===== src/rtl/sreg_universal_if.sv =====
// Bus bundle for sreg_universal: parallel load, run request and status taps.
// The master side drives the run request; the slave side is the shift register itself.
interface sreg_universal_if #(
   parameter int N  = 8,
   parameter int AW = 4
);
   logic          load;
   logic [N-1:0]  D;
   logic          start;
   logic [2:0]    op;
   logic [AW-1:0] amt;
   logic          sin;
   logic          busy;
   logic          done;
   logic [N-1:0]  Q;
   logic          sout_r;
   logic          sout_l;

   modport master (
      output load, D, start, op, amt, sin,
      input  busy, done, Q, sout_r, sout_l
   );

   modport slave (
      input  load, D, start, op, amt, sin,
      output busy, done, Q, sout_r, sout_l
   );
endinterface


===== src/rtl/sreg_universal.sv =====
// Multi-mode shift/rotate register: parallel load, then a sequenced run of 'amt'
// positions moving up to STEP positions per clock, with a busy/done handshake.
module sreg_universal #(
   parameter int N    = 8,
   parameter int STEP = 1,
   parameter int AW   = 4
) (
   input logic          sys_clk,
   input logic          sys_rst_n,
   sreg_universal_if.slave bus
);
   typedef enum logic [0:0] {IDLE = 1'b0, RUN = 1'b1} state_e;
   typedef enum logic [2:0] {
      OP_ROR = 3'b000, OP_ROL = 3'b001, OP_SRL = 3'b010, OP_SLL = 3'b011,
      OP_SRA = 3'b100, OP_SRI = 3'b101, OP_SLI = 3'b110, OP_RSV = 3'b111
   } op_e;

   // A single step never exceeds what rem can hold, so cap STEP to keep step_amt in AW bits.
   localparam int            STEP_CAP = (STEP < (2**AW - 1)) ? STEP : (2**AW - 1);
   localparam logic [AW-1:0] STEP_V   = AW'(STEP_CAP);

   state_e              state_reg, state_next;
   op_e                 op_reg, op_next;
   logic [N-1:0]        q_reg, q_next;
   logic [AW-1:0]       rem_reg, rem_next;
   logic                done_reg, done_next;
   logic [AW-1:0]       step_amt;
   logic [N-1:0]        q_shift;
   logic [STEP_CAP:0][N-1:0] cand;

   assign step_amt = (rem_reg > STEP_V) ? STEP_V : rem_reg;
   assign cand[0]  = q_reg;

   // One candidate result per possible step size; the run picks the one matching min(STEP, rem).
   genvar gi;
   generate
      for (gi = 1; gi <= STEP_CAP; gi++) begin : g_step
         logic [2*N-1:0]      rot_r, rot_l, ins_r, ins_l;
         logic [N-1:0]        fill;
         logic signed [N-1:0] sra_val;
         logic [N-1:0]        res;

         assign fill    = {N{bus.sin}};
         assign rot_r   = {q_reg, q_reg} >> gi;
         assign rot_l   = {q_reg, q_reg} << gi;
         assign ins_r   = {fill, q_reg} >> gi;
         assign ins_l   = {q_reg, fill} << gi;
         assign sra_val = $signed(q_reg) >>> gi;

         always_comb begin
            res = q_reg;
            case (op_reg)
               OP_ROR:  res = rot_r[N-1:0];
               OP_ROL:  res = rot_l[2*N-1:N];
               OP_SRL:  res = q_reg >> gi;
               OP_SLL:  res = q_reg << gi;
               OP_SRA:  res = sra_val;
               OP_SRI:  res = ins_r[N-1:0];
               OP_SLI:  res = ins_l[2*N-1:N];
               default: res = q_reg;
            endcase
         end

         assign cand[gi] = res;
      end
   endgenerate

   always_comb begin
      q_shift = q_reg;
      for (int k = 0; k <= STEP_CAP; k++) begin
         if (step_amt == AW'(k)) begin
            q_shift = cand[k];
         end
      end
   end

   always_comb begin
      state_next = state_reg;
      op_next    = op_reg;
      q_next     = q_reg;
      rem_next   = rem_reg;
      done_next  = 1'b0;

      if (bus.load) begin
         // Load takes priority over everything and silently aborts any run in flight.
         q_next     = bus.D;
         state_next = IDLE;
         rem_next   = '0;
      end else begin
         case (state_reg)
            IDLE: begin
               if (bus.start && (bus.op != OP_RSV)) begin
                  if (bus.amt == '0) begin
                     done_next = 1'b1;
                  end else begin
                     op_next    = op_e'(bus.op);
                     rem_next   = bus.amt;
                     state_next = RUN;
                  end
               end
            end
            RUN: begin
               q_next   = q_shift;
               rem_next = rem_reg - step_amt;
               if (rem_reg == step_amt) begin
                  state_next = IDLE;
                  done_next  = 1'b1;
               end
            end
            default: state_next = IDLE;
         endcase
      end
   end

   always_ff @(posedge sys_clk or negedge sys_rst_n) begin
      if (!sys_rst_n) begin
         state_reg <= IDLE;
         op_reg    <= OP_ROR;
         q_reg     <= '0;
         rem_reg   <= '0;
         done_reg  <= 1'b0;
      end else begin
         state_reg <= state_next;
         op_reg    <= op_next;
         q_reg     <= q_next;
         rem_reg   <= rem_next;
         done_reg  <= done_next;
      end
   end

   assign bus.Q      = q_reg;
   assign bus.busy   = (state_reg == RUN);
   assign bus.done   = done_reg;
   assign bus.sout_r = q_reg[0];
   assign bus.sout_l = q_reg[N-1];
endmodule

===== src/flat_wrapper.sv =====
// flat-port wrapper written by rule: the top's interface ports become plain ports
module sreg_universal_flat 
#(
   parameter int N    = 8,
   parameter int STEP = 1,
   parameter int AW   = 4
)
  (sys_clk, sys_rst_n, bus_load, bus_D, bus_start, bus_op, bus_amt, bus_sin, bus_busy, bus_done, bus_Q, bus_sout_r, bus_sout_l);
  sreg_universal_if #(.N(N), .AW(AW)) bus_i ();
  input logic sys_clk;
  input logic sys_rst_n;
  input wire logic [$bits(bus_i.load)-1:0] bus_load;
  input wire logic [$bits(bus_i.D)-1:0] bus_D;
  input wire logic [$bits(bus_i.start)-1:0] bus_start;
  input wire logic [$bits(bus_i.op)-1:0] bus_op;
  input wire logic [$bits(bus_i.amt)-1:0] bus_amt;
  input wire logic [$bits(bus_i.sin)-1:0] bus_sin;
  output wire logic [$bits(bus_i.busy)-1:0] bus_busy;
  output wire logic [$bits(bus_i.done)-1:0] bus_done;
  output wire logic [$bits(bus_i.Q)-1:0] bus_Q;
  output wire logic [$bits(bus_i.sout_r)-1:0] bus_sout_r;
  output wire logic [$bits(bus_i.sout_l)-1:0] bus_sout_l;
  assign bus_i.load = bus_load;
  assign bus_i.D = bus_D;
  assign bus_i.start = bus_start;
  assign bus_i.op = bus_op;
  assign bus_i.amt = bus_amt;
  assign bus_i.sin = bus_sin;
  assign bus_busy = bus_i.busy;
  assign bus_done = bus_i.done;
  assign bus_Q = bus_i.Q;
  assign bus_sout_r = bus_i.sout_r;
  assign bus_sout_l = bus_i.sout_l;
  sreg_universal #(.N(N), .STEP(STEP), .AW(AW)) u_core (.sys_clk(sys_clk), .sys_rst_n(sys_rst_n), .bus(bus_i));
endmodule

===== config.mk =====
export PLATFORM = sky130hd
export DESIGN_NAME = sreg_universal_flat
export DESIGN_NICKNAME = d
export VERILOG_FILES = /design/src/rtl/sreg_universal_if.sv /design/src/rtl/sreg_universal.sv /design/src/flat_wrapper.sv
export SDC_FILE = /design/constraint.sdc
export NUM_CORES = 1
export LEC_CHECK = 0
export CELL_PAD_IN_SITES_DETAIL_PLACEMENT = 1
export CELL_PAD_IN_SITES_GLOBAL_PLACEMENT = 1
export CORE_UTILIZATION = 37
export DETAILED_ROUTE_END_ITERATION = 6
export GPL_TIMING_DRIVEN = 0
export PLACE_DENSITY = 0.85
export SLEW_MARGIN = 20
export SYNTH_ARGS = -nofsm -noshare
export SYNTH_HDL_FRONTEND = slang
export SYNTH_SLANG_ARGS = --single-unit

===== constraint.sdc =====
create_clock -name sys_clk -period 3.1 [get_ports sys_clk]
set_clock_uncertainty 0.2 [all_clocks]
set_input_delay 0.62 -clock sys_clk [delete_from_list [all_inputs] [get_ports sys_clk]]
set_output_delay 0.62 -clock sys_clk [all_outputs]
set_load 0.05 [all_outputs]

==> impl_metrics.yaml, run 1 <==
worst_hold_path:
  hold_class: "reg2reg"
timing:
  fin_setup_tns_ps: 0
  rsz0062_at_grt: "no"
  slew_violations: 0
  layout_min_cycle_time_ps: 2490
  tightest_slew_ps: 784
  hold_viol_final: 0
  setup_slack_ps: 611
  relSlewSlack: 0.476
  post-route-period-util: 0.803
  fmax_mhz: 402
  setup_viol: 0
drt:
  wire_per_inst_um: 16.2
  dr.pass1.iters: 3
  drcViolationCount: 0
  drtAntennaViolNets: 0
  wl_met3_um: 99
  wirelength_um: 2910
  vias_per_cell: 5.49
  route.met2.wl_um: 1430
  vias: 982
  top_layer_used: "met4"
  drtIter0Drc: 17
  wl_met1_um: 1350
synthesis:
  synth_cells: 113
  synth_compound_gate_area_share: 0.193
  synthesis.nets: 135
  syn_area_um2: 1090
  synthAdderAreaFrac: 0.0230
  yosys-top-cells-count: "17 x dfrtp_1, 10 x inv_1, 9 x nand2_1, 7 x mux2i_1, 7 x o221ai_1"
  synthXorXnorAreaFrac: 0.0161
  synthMuxAreaShare: 0.108
  ys_warn_count: 0
  synth_ff_type: "dfrtp_1"
  synthTopCellsByArea: "dfrtp_1 39%, mux2i_1 6.4%, o221ai_1 5.6%, inv_1 3.4%, nand2_1 3.1%"
  async_flop_share: 1.00
  ys_types: 43
  synth-seq-cells: 17
  synth-edff-count: 0
  synth-simple-area-share: 0.179
  synth.most_common_cell: "dfrtp_1"
  synth.avg_cell_area_um2: 9.64
  synth_largest_area_cell: "dfrtp_1"
  synth_top_area_frac: 0.390
  yosysSeqAreaShare: 0.390
  synth_top_family_by_area: "compound AO/OA/AOI/OAI gates"
worst_setup_path:
  path_cells: "buf_4 > clkdlybuf4s50_1"
  start_kind: "flip-flop"
  cpPeakStageDelay_ps: 790
  cp_max_fo: 5
  cpMaxStageDelayCell: "clkdlybuf4s50_1"
  crit_family: "buffers and inverters"
  endpoint_kind: "output port"
  cp.arrival_ps: 1670
  ff2ff_setup_slack_ps: 1210
  cp_data_required_time_ps: 2280
  worst-path-buf-inv: 2
  crit_type: "reg2out"
cells_and_area:
  diodes: 0
  postLayoutCoreUtil: 0.527
  final_nets: 171
  seq_area_um2: 425
  area_growth_pct: 34.6
  multi_input_area_um2: 566
  nFillCells: 337
  largest_register_ffs: 8
  design_area_um2: 1470
  layout-drive-gt1-share: 0.135
clock_tree:
  ctsResizeCount: 0
  htree_levels: 1
  cts_buffer_depth: 2
  cts_setup_buffers: 0
  numCtsBuffers: 3
  hold_buffers: 0
  clk_pin_slew_ps: 100
  cts_sinks: 17
  cts_tree: "yes"
  clk_latency_ps: 280
  cts_root_buffer: "clkbuf_4"
global_routing:
  grt_pass1_vias: 1024
  gr-total-overflow: 0
  grt_pass1_wl_um: 4980
  grt_max_degree: 18
  antenna_found_initial: 0
  grt_usage: 0.203
floorplanning:
  io_pins: 32
  dieArea_um2: 3170
  die_y_um: 56.3
  initial_core_util: 0.392
  die_width_um: 56.3
  core_region_area_um2: 2780
  rows: 19
placed_design:
  dp_slack_ps: 541
  placed_cell_area_um2: 1440
  hpwl_um: 2260
  portBuffers: 31
  place.gp.congestion: 0.780
power_and_ir_drop:
  leakage_nw: 0.618
  ir_drop_uv: 289
  power.density_nw_per_um2: 538
flow_run:
  maxCapViolations: 0
outcome:
  status: "completed"
path summary, 6_finish.rpt:
kind | start | endpoint | cells past startpoint
min in group asynchronous | sys_rst_n | u_core.bus.Q[7] | 1
max in group asynchronous | sys_rst_n | u_core.bus.Q[1] | 1
worst min-delay path | u_core.bus.Q[4] | u_core.bus.Q[4] | 2
worst max-delay path | u_core.bus.Q[7] | bus_Q[7] | 2
worst max register to register | u_core.rem_reg[2] | u_core.bus.Q[1] | 5
worst min register to register | u_core.bus.Q[4] | u_core.bus.Q[4] | 2
routing by layer:
layer,GRT usage,up-vias
met5,0,-
met4,0.0836,0
met3,0.0184,2
met2,0.355,25
met1,0.255,476
li1,-,479
cells by family after synthesis:
family / after synthesis
flip-flops: 17
adder cells (fa/ha/maj): 2
AND/OR/NAND/NOR: 35
buffers and inverters: 20
multiplexers: 11
XOR/XNOR: 2
AO/OA/AOI/OAI: 26
cells in the final DEF (no fill, tap or decap), types with 2 or more instances in the layout:
cell / instances
a211oi_1: 2
a21oi_1: 3
a221oi_1: 3
buf_4: 4
clkbuf_1: 4
clkbuf_4: 3
clkdlybuf4s50_1: 31
dfrtp_1: 17
ha_1: 2
inv_1: 10
mux2_2: 3
mux2i_1: 7
nand2_1: 9
nand3_1: 2
nor2_1: 5
nor2b_1: 2
nor3_1: 3
o21ai_0: 2
o221ai_1: 7
o31ai_1: 2
xnor2_1: 2
per-stage QoR:
stage	power [mW]	hold WS [ps]	cells
floorplan	0.552	124	113
global route	0.839	486	179
detailed placement	0.676	439	175
CTS	0.803	457	179
finish	0.789	451	179
global placement	0.661	424	175
area by class of cell:
cell class	count	share of cell area
flip-flops and latches	17	0.290
plain buffers	10	0.0418
repair buffers	31	0.212
clock inverters	1	0.00341
inverters	10	0.0256
clock buffers	3	0.0154
well taps	31	0.0265
multi-input cells	76	0.386
worst register-to-register path: stages (launching register included):
cell and delay [ps]:
dfrtp_1 480, o41ai_2 430, a31oi_1 80, or2_0 210
clkbuf_2 180, o221ai_1 220
power by group:
part           switching [mW]  internal [mW]  total (mW)
clock                  0.0716         0.0479       0.119
sequential             0.0393          0.254       0.293
combinational           0.210          0.166       0.376
No activity file was read; power rests on OpenSTA's default activity.
==> inputs of run 2 (changes only) <==
CORE_UTILIZATION = 31   (was 37)
PLACE_DENSITY = 0.76   (was 0.85)
clock period = 2.1 ns   (was 3.1 ns; I/O delays follow)
==> run 2 against run 1 <==
Compared with the run above:
- utilization is 8.8 points lower
- count of clock-buffer cells in the layout increased by 1
- sequential power increased by 47%
- worst setup slack worse by 570 ps
- non-clock buffer count unchanged
- critical path depth up 3
- register-to-register slack got worse by 1100 ps
- flip-flop and latch count stayed put
- power grew 47%
- cell count increased by 8.4%
- die area rose by 19%
- global-route usage down 1.1 points
==> impl_metrics.yaml, run 2 (synthesis results as in run 1) <==
worst_setup_path:
  crit_family: "simple AND/OR/NAND/NOR gates"
  cp.arrival_ps: 2060
  rr_endpoint: "u_core.bus.Q[3]"
  cpPeakStageDelay_ps: 560
  crit_start: "bus_amt[1]"
  path_cells: "clkdlybuf4s50_1 > or4_4 > nand3_2 > or3_4 > mux2_2"
  crit_type: "in2reg"
  rr_startpoint: "u_core.rem_reg[2]"
  path_depth: 5
  worst-path-buf-inv: 1
  cpMaxStageDelayCell: "or4_4"
  r2r_cells: 5
  cp_data_required_time_ps: 2100
  start_kind: "primary input"
  endpoint: "u_core.op_reg[2]"
  cp_max_fo: 5
  ff2ff_setup_slack_ps: 130
  endpoint_kind: "flip-flop"
drt:
  wirelength_um: 3200
  dr.pass1.iters: 4
  drtIter0Drc: 53
  drcViolationCount: 0
  wire_per_inst_um: 16.5
  vias_per_cell: 5.24
  vias: 1016
  drtAntennaViolNets: 0
cells_and_area:
  layout-drive-gt1-share: 0.128
  seq_area_um2: 425
  final_nets: 171
  area_growth_pct: 35.5
  diodes: 0
  multi_input_area_um2: 569
  mostFrequentLayoutCells: "19 x clkdlybuf4s50_1, 17 x dfrtp_1, 11 x dlygate4sd2_1"
  design_area_um2: 1480
  largest_register_ffs: 8
  postLayoutCoreUtil: 0.439
  nFillCells: 418
  final_common_cell: "clkdlybuf4s50_1"
power_and_ir_drop:
  p_sw_uw: 486
  sw_frac_of_total: 0.419
  power.density_nw_per_um2: 785
  leakage_nw: 0.658
  ir_drop_uv: 456
  p_clk_frac: 0.163
  comb_power_share: 0.464
  power.internal_uw: 673
  power_frac_seq: 0.373
clock_tree:
  cts_sinks: 17
  htree_levels: 1
  cts_setup_buffers: 0
  cts_root_buffer: "clkbuf_4"
  cts_buffer_depth: 2
  clk_pin_slew_ps: 110
  numCtsBuffers: 3
  cts_tree: "yes"
  clk_latency_ps: 300
floorplanning:
  die_y_um: 61.3
  initial_core_util: 0.324
  io_pins: 32
  rows: 21
  die_width_um: 61.3
  core_region_area_um2: 3360
  dieArea_um2: 3760
global_routing:
  grt_pass1_wl_um: 5190
  antenna_found_initial: 0
  gr-total-overflow: 0
  grt_pass1_vias: 1059
  grt_usage: 0.192
  grt_max_degree: 18
outcome:
  status: "completed"
placed_design:
  hpwl_um: 2430
  place.gp.congestion: 0.789
  placed_cell_area_um2: 1460
  portBuffers: 31
  dp_slack_ps: -286
timing:
  tightest_slew_ps: 825
  setup_viol: 0
  holdWs_ps: 380
  layout_min_cycle_time_ps: 2060
  setup_slack_ps: 39.7
  slew_violations: 0
  rsz0062_at_grt: "no"
  fmax_mhz: 485
  hold_viol_final: 0
  relSlewSlack: 0.448
  post-route-period-util: 0.981
flow_run:
  maxCapViolations: 0
worst_hold_path:
  hold_class: "in2async"
## run 2: repair_timing
item,4_1_cts,5_1_grt
hold buffers,0,0
endpoints found under the setup margin,11,4
gates resized for setup,11,2
## run 2: how the worst min path moves through the flow
stage | slack [ps] | cells after the start | to | from
after global placement | 420 | 2 | u_core.bus.Q[2] | u_core.bus.Q[2]
after global routing | 440 | 1 | u_core.rem_reg[3] | sys_rst_n
after CTS | 400 | 1 | u_core.bus.Q[5] | sys_rst_n
final | 380 | 1 | u_core.bus.Q[1] | sys_rst_n
after detailed placement | 440 | 2 | u_core.bus.Q[5] | u_core.bus.Q[5]
after floorplan | -80 | 0 | u_core.bus.Q[0] | sys_rst_n
## run 2: through the flow
step	cells	setup TNS, ps	power, mW
after floorplan	113	0	0.815
final	194	0	1.16
after detailed placement	190	-2460	1.00
after CTS	194	0	1.17
after global routing	194	0	1.23
after global placement	190	-1970	0.979
## run 2: layer usage
| metal | up-vias | global-route usage | wire, um |
|---|---|---|---|
| met5 | - | 0 | 0 |
| met4 | 0 | 0.0552 | 31 |
| met3 | 5 | 0.0483 | 121 |
| met2 | 25 | 0.317 | 1590 |
| met1 | 504 | 0.247 | 1460 |
| li1 | 482 | - | - |
## run 2: cell type report
class                           instances  area share
Multi-Input combinational cell         76       0.386
Sequential cell                        17       0.288
Timing Repair Buffer                   31       0.203
Buffer                                 10      0.0415
Tap cell                               46      0.0390
Inverter                               10      0.0254
Clock buffer                            4      0.0178
## run 2: power groups by stage
| stage | Combinational [mW] | Clock [mW] | Sequential, mW |
|---|---|---|---|
| final | 0.538 | 0.189 | 0.432 |
| after global routing | 0.585 | 0.201 | 0.439 |
| after CTS | 0.542 | 0.195 | 0.431 |
| after detailed placement | 0.560 | 0 | 0.439 |
| after global placement | 0.543 | 0 | 0.436 |
| after floorplan | 0.300 | 0 | 0.515 |
==> inputs of run 3 (changes only) <==
CORE_ASPECT_RATIO = 0.9   (was unset)
SKIP_LAST_GASP = 1   (was unset)
==> run 3 against run 2 <==
Compared with the run above:
- flip-flop and latch count unchanged
- combinational power is essentially flat
- first-iteration DRC count decreased by 30%
- critical endpoint is now u_core.op_reg[1]
- largest cell class unchanged
- maximum frequency is 0.94% lower
- routed wire length decreased by 7.3%
==> impl_metrics.yaml, run 3 (synthesis results as in run 1) <==
power_and_ir_drop:
  comb_power_share: 0.442
  sw_frac_of_total: 0.395
  p_clk_frac: 0.201
  p_sw_uw: 479
  ir_drop_uv: 234
  power_frac_seq: 0.356
  leakage_nw: 0.664
  power.density_nw_per_um2: 807
  finalPower_mw: 1.21
  power.internal_uw: 734
global_routing:
  grt_pass1_wl_um: 4820
  gr-total-overflow: 0
  grt_usage: 0.174
  grt_max_degree: 18
  antenna_found_initial: 0
  met2_usage: 0.314
  grt_pass1_vias: 1044
  grtUsageMet3: 0.0256
  grt-busiest-layer: "met2"
  gr-usage-met1: 0.203
clock_tree:
  cts_tree: "yes"
  clk_latency_ps: 250
  cts_root_buffer: "clkbuf_8"
  cts_setup_buffers: 0
  cts_sinks: 17
  clk_pin_slew_ps: 70
  htree_levels: 1
  cts_buffer_depth: 2
  numCtsBuffers: 3
floorplanning:
  initial_core_util: 0.323
  die_y_um: 58.3
  die_width_um: 64.5
  dieArea_um2: 3760
  io_pins: 32
  core_region_area_um2: 3380
  rows: 20
timing:
  slew_violations: 0
  hold_viol_final: 0
  layout_min_cycle_time_ps: 2080
  fin_setup_tns_ps: 0
  fmax_mhz: 481
  holdWs_ps: 435
  rsz0062_at_grt: "yes"
  setup_slack_ps: 20.2
  tightest_slew_ps: 813
  post-route-period-util: 0.990
  relSlewSlack: 0.456
  setup_viol: 0
drt:
  dr.pass1.iters: 4
  drcViolationCount: 0
  vias: 1004
  drtAntennaViolNets: 0
  wirelength_um: 2970
  drtIter0Drc: 37
  wire_per_inst_um: 15.4
  vias_per_cell: 5.23
cells_and_area:
  design_area_um2: 1500
  final_common_cell: "clkdlybuf4s50_1"
  diodes: 0
  mostFrequentLayoutCells: "20 x clkdlybuf4s50_1, 17 x dfrtp_1, 10 x inv_1, 10 x dlygate4sd2_1, 9 x nand2_1"
  nFillCells: 405
  seq_area_um2: 425
  largest_register_ffs: 8
  layout-drive-gt1-share: 0.142
  postLayoutCoreUtil: 0.445
  area_growth_pct: 38.0
  final_nets: 171
  fin_cells: 192
  multi_input_area_um2: 577
worst_setup_path:
  cp_max_fo: 5
  cp.arrival_ps: 2020
  crit_type: "in2reg"
  cp_data_required_time_ps: 2040
  start_kind: "primary input"
  endpoint_kind: "flip-flop"
flow_run:
  maxCapViolations: 0
placed_design:
  place_inst: 188
  place.gp.congestion: 0.822
  dp_slack_ps: -267
  placed_cell_area_um2: 1460
  portBuffers: 31
  hpwl_um: 2200
worst_hold_path:
  hold_class: "in2async"
outcome:
  status: "completed"
==> run 3: cell count changes in the layout (fill, tap and decap cells not counted) <==
cell / before / now
clkbuf_1: 5 / 3
clkbuf_2: 1 / 2
clkbuf_4: 3 / 0
clkbuf_8: 0 / 3
clkdlybuf4s50_1: 19 / 20
clkinv_2: 0 / 1
dlygate4sd2_1: 11 / 10
nand3_2: 1 / 0
nand3_4: 0 / 1
==> run 3: path summary, 6_finish.rpt <==
check / start / endpoint / slack (ps) / cells after the start
worst max-delay path: bus_amt[1] / u_core.op_reg[1] / 20 / 5
worst min-delay path: sys_rst_n / u_core.bus.Q[2] / 430 / 1
worst max register to register: u_core.rem_reg[2] / u_core.bus.Q[5] / 180 / 5
worst min register to register: u_core.bus.Q[2] / u_core.bus.Q[2] / 440 / 2
max in group asynchronous: sys_rst_n / u_core.rem_reg[3] / 760 / 1
min in group sys_clk: u_core.bus.Q[2] / u_core.bus.Q[2] / 440 / 2
==> run 3: critical path: stages <==
cell and delay [ps]:
clkdlybuf4s50_1 420, or4_4 570, nand3_4 130, or3_4 140
mux2_2 330
==> run 3: final cells by class <==
cell class	instances	share of cell area
flip-flops and latches	17	0.283
repair buffers	31	0.200
clock inverters	1	0.00333
clock buffers	3	0.0275
inverters	10	0.0250
plain buffers	10	0.0416
well taps	44	0.0366
multi-input cells	76	0.384
==> run 3: timing repair <==
action                                  CTS  global route
hold buffers                              0             0
gates resized for setup                  10             5
hold endpoints to repair                  0             0
pin swaps                                 0             1
endpoints found under the setup margin   10             5
==> run 3: power by group through the flow <==
stage	clock (mW)	combinational (mW)	sequential, mW
floorplan	0	0.300	0.515
global placement	0	0.541	0.435
detailed placement	0	0.558	0.440
CTS	0.255	0.540	0.434
global route	0.275	0.580	0.442
finish	0.244	0.537	0.433
==> run 3: per-layer routing <==
metal | routed length (um) | vias up
met4 | 56 | 0
met3 | 151 | 5
met2 | 1480 | 38
met1 | 1280 | 482
li1 | - | 479
met5 | 0 | -
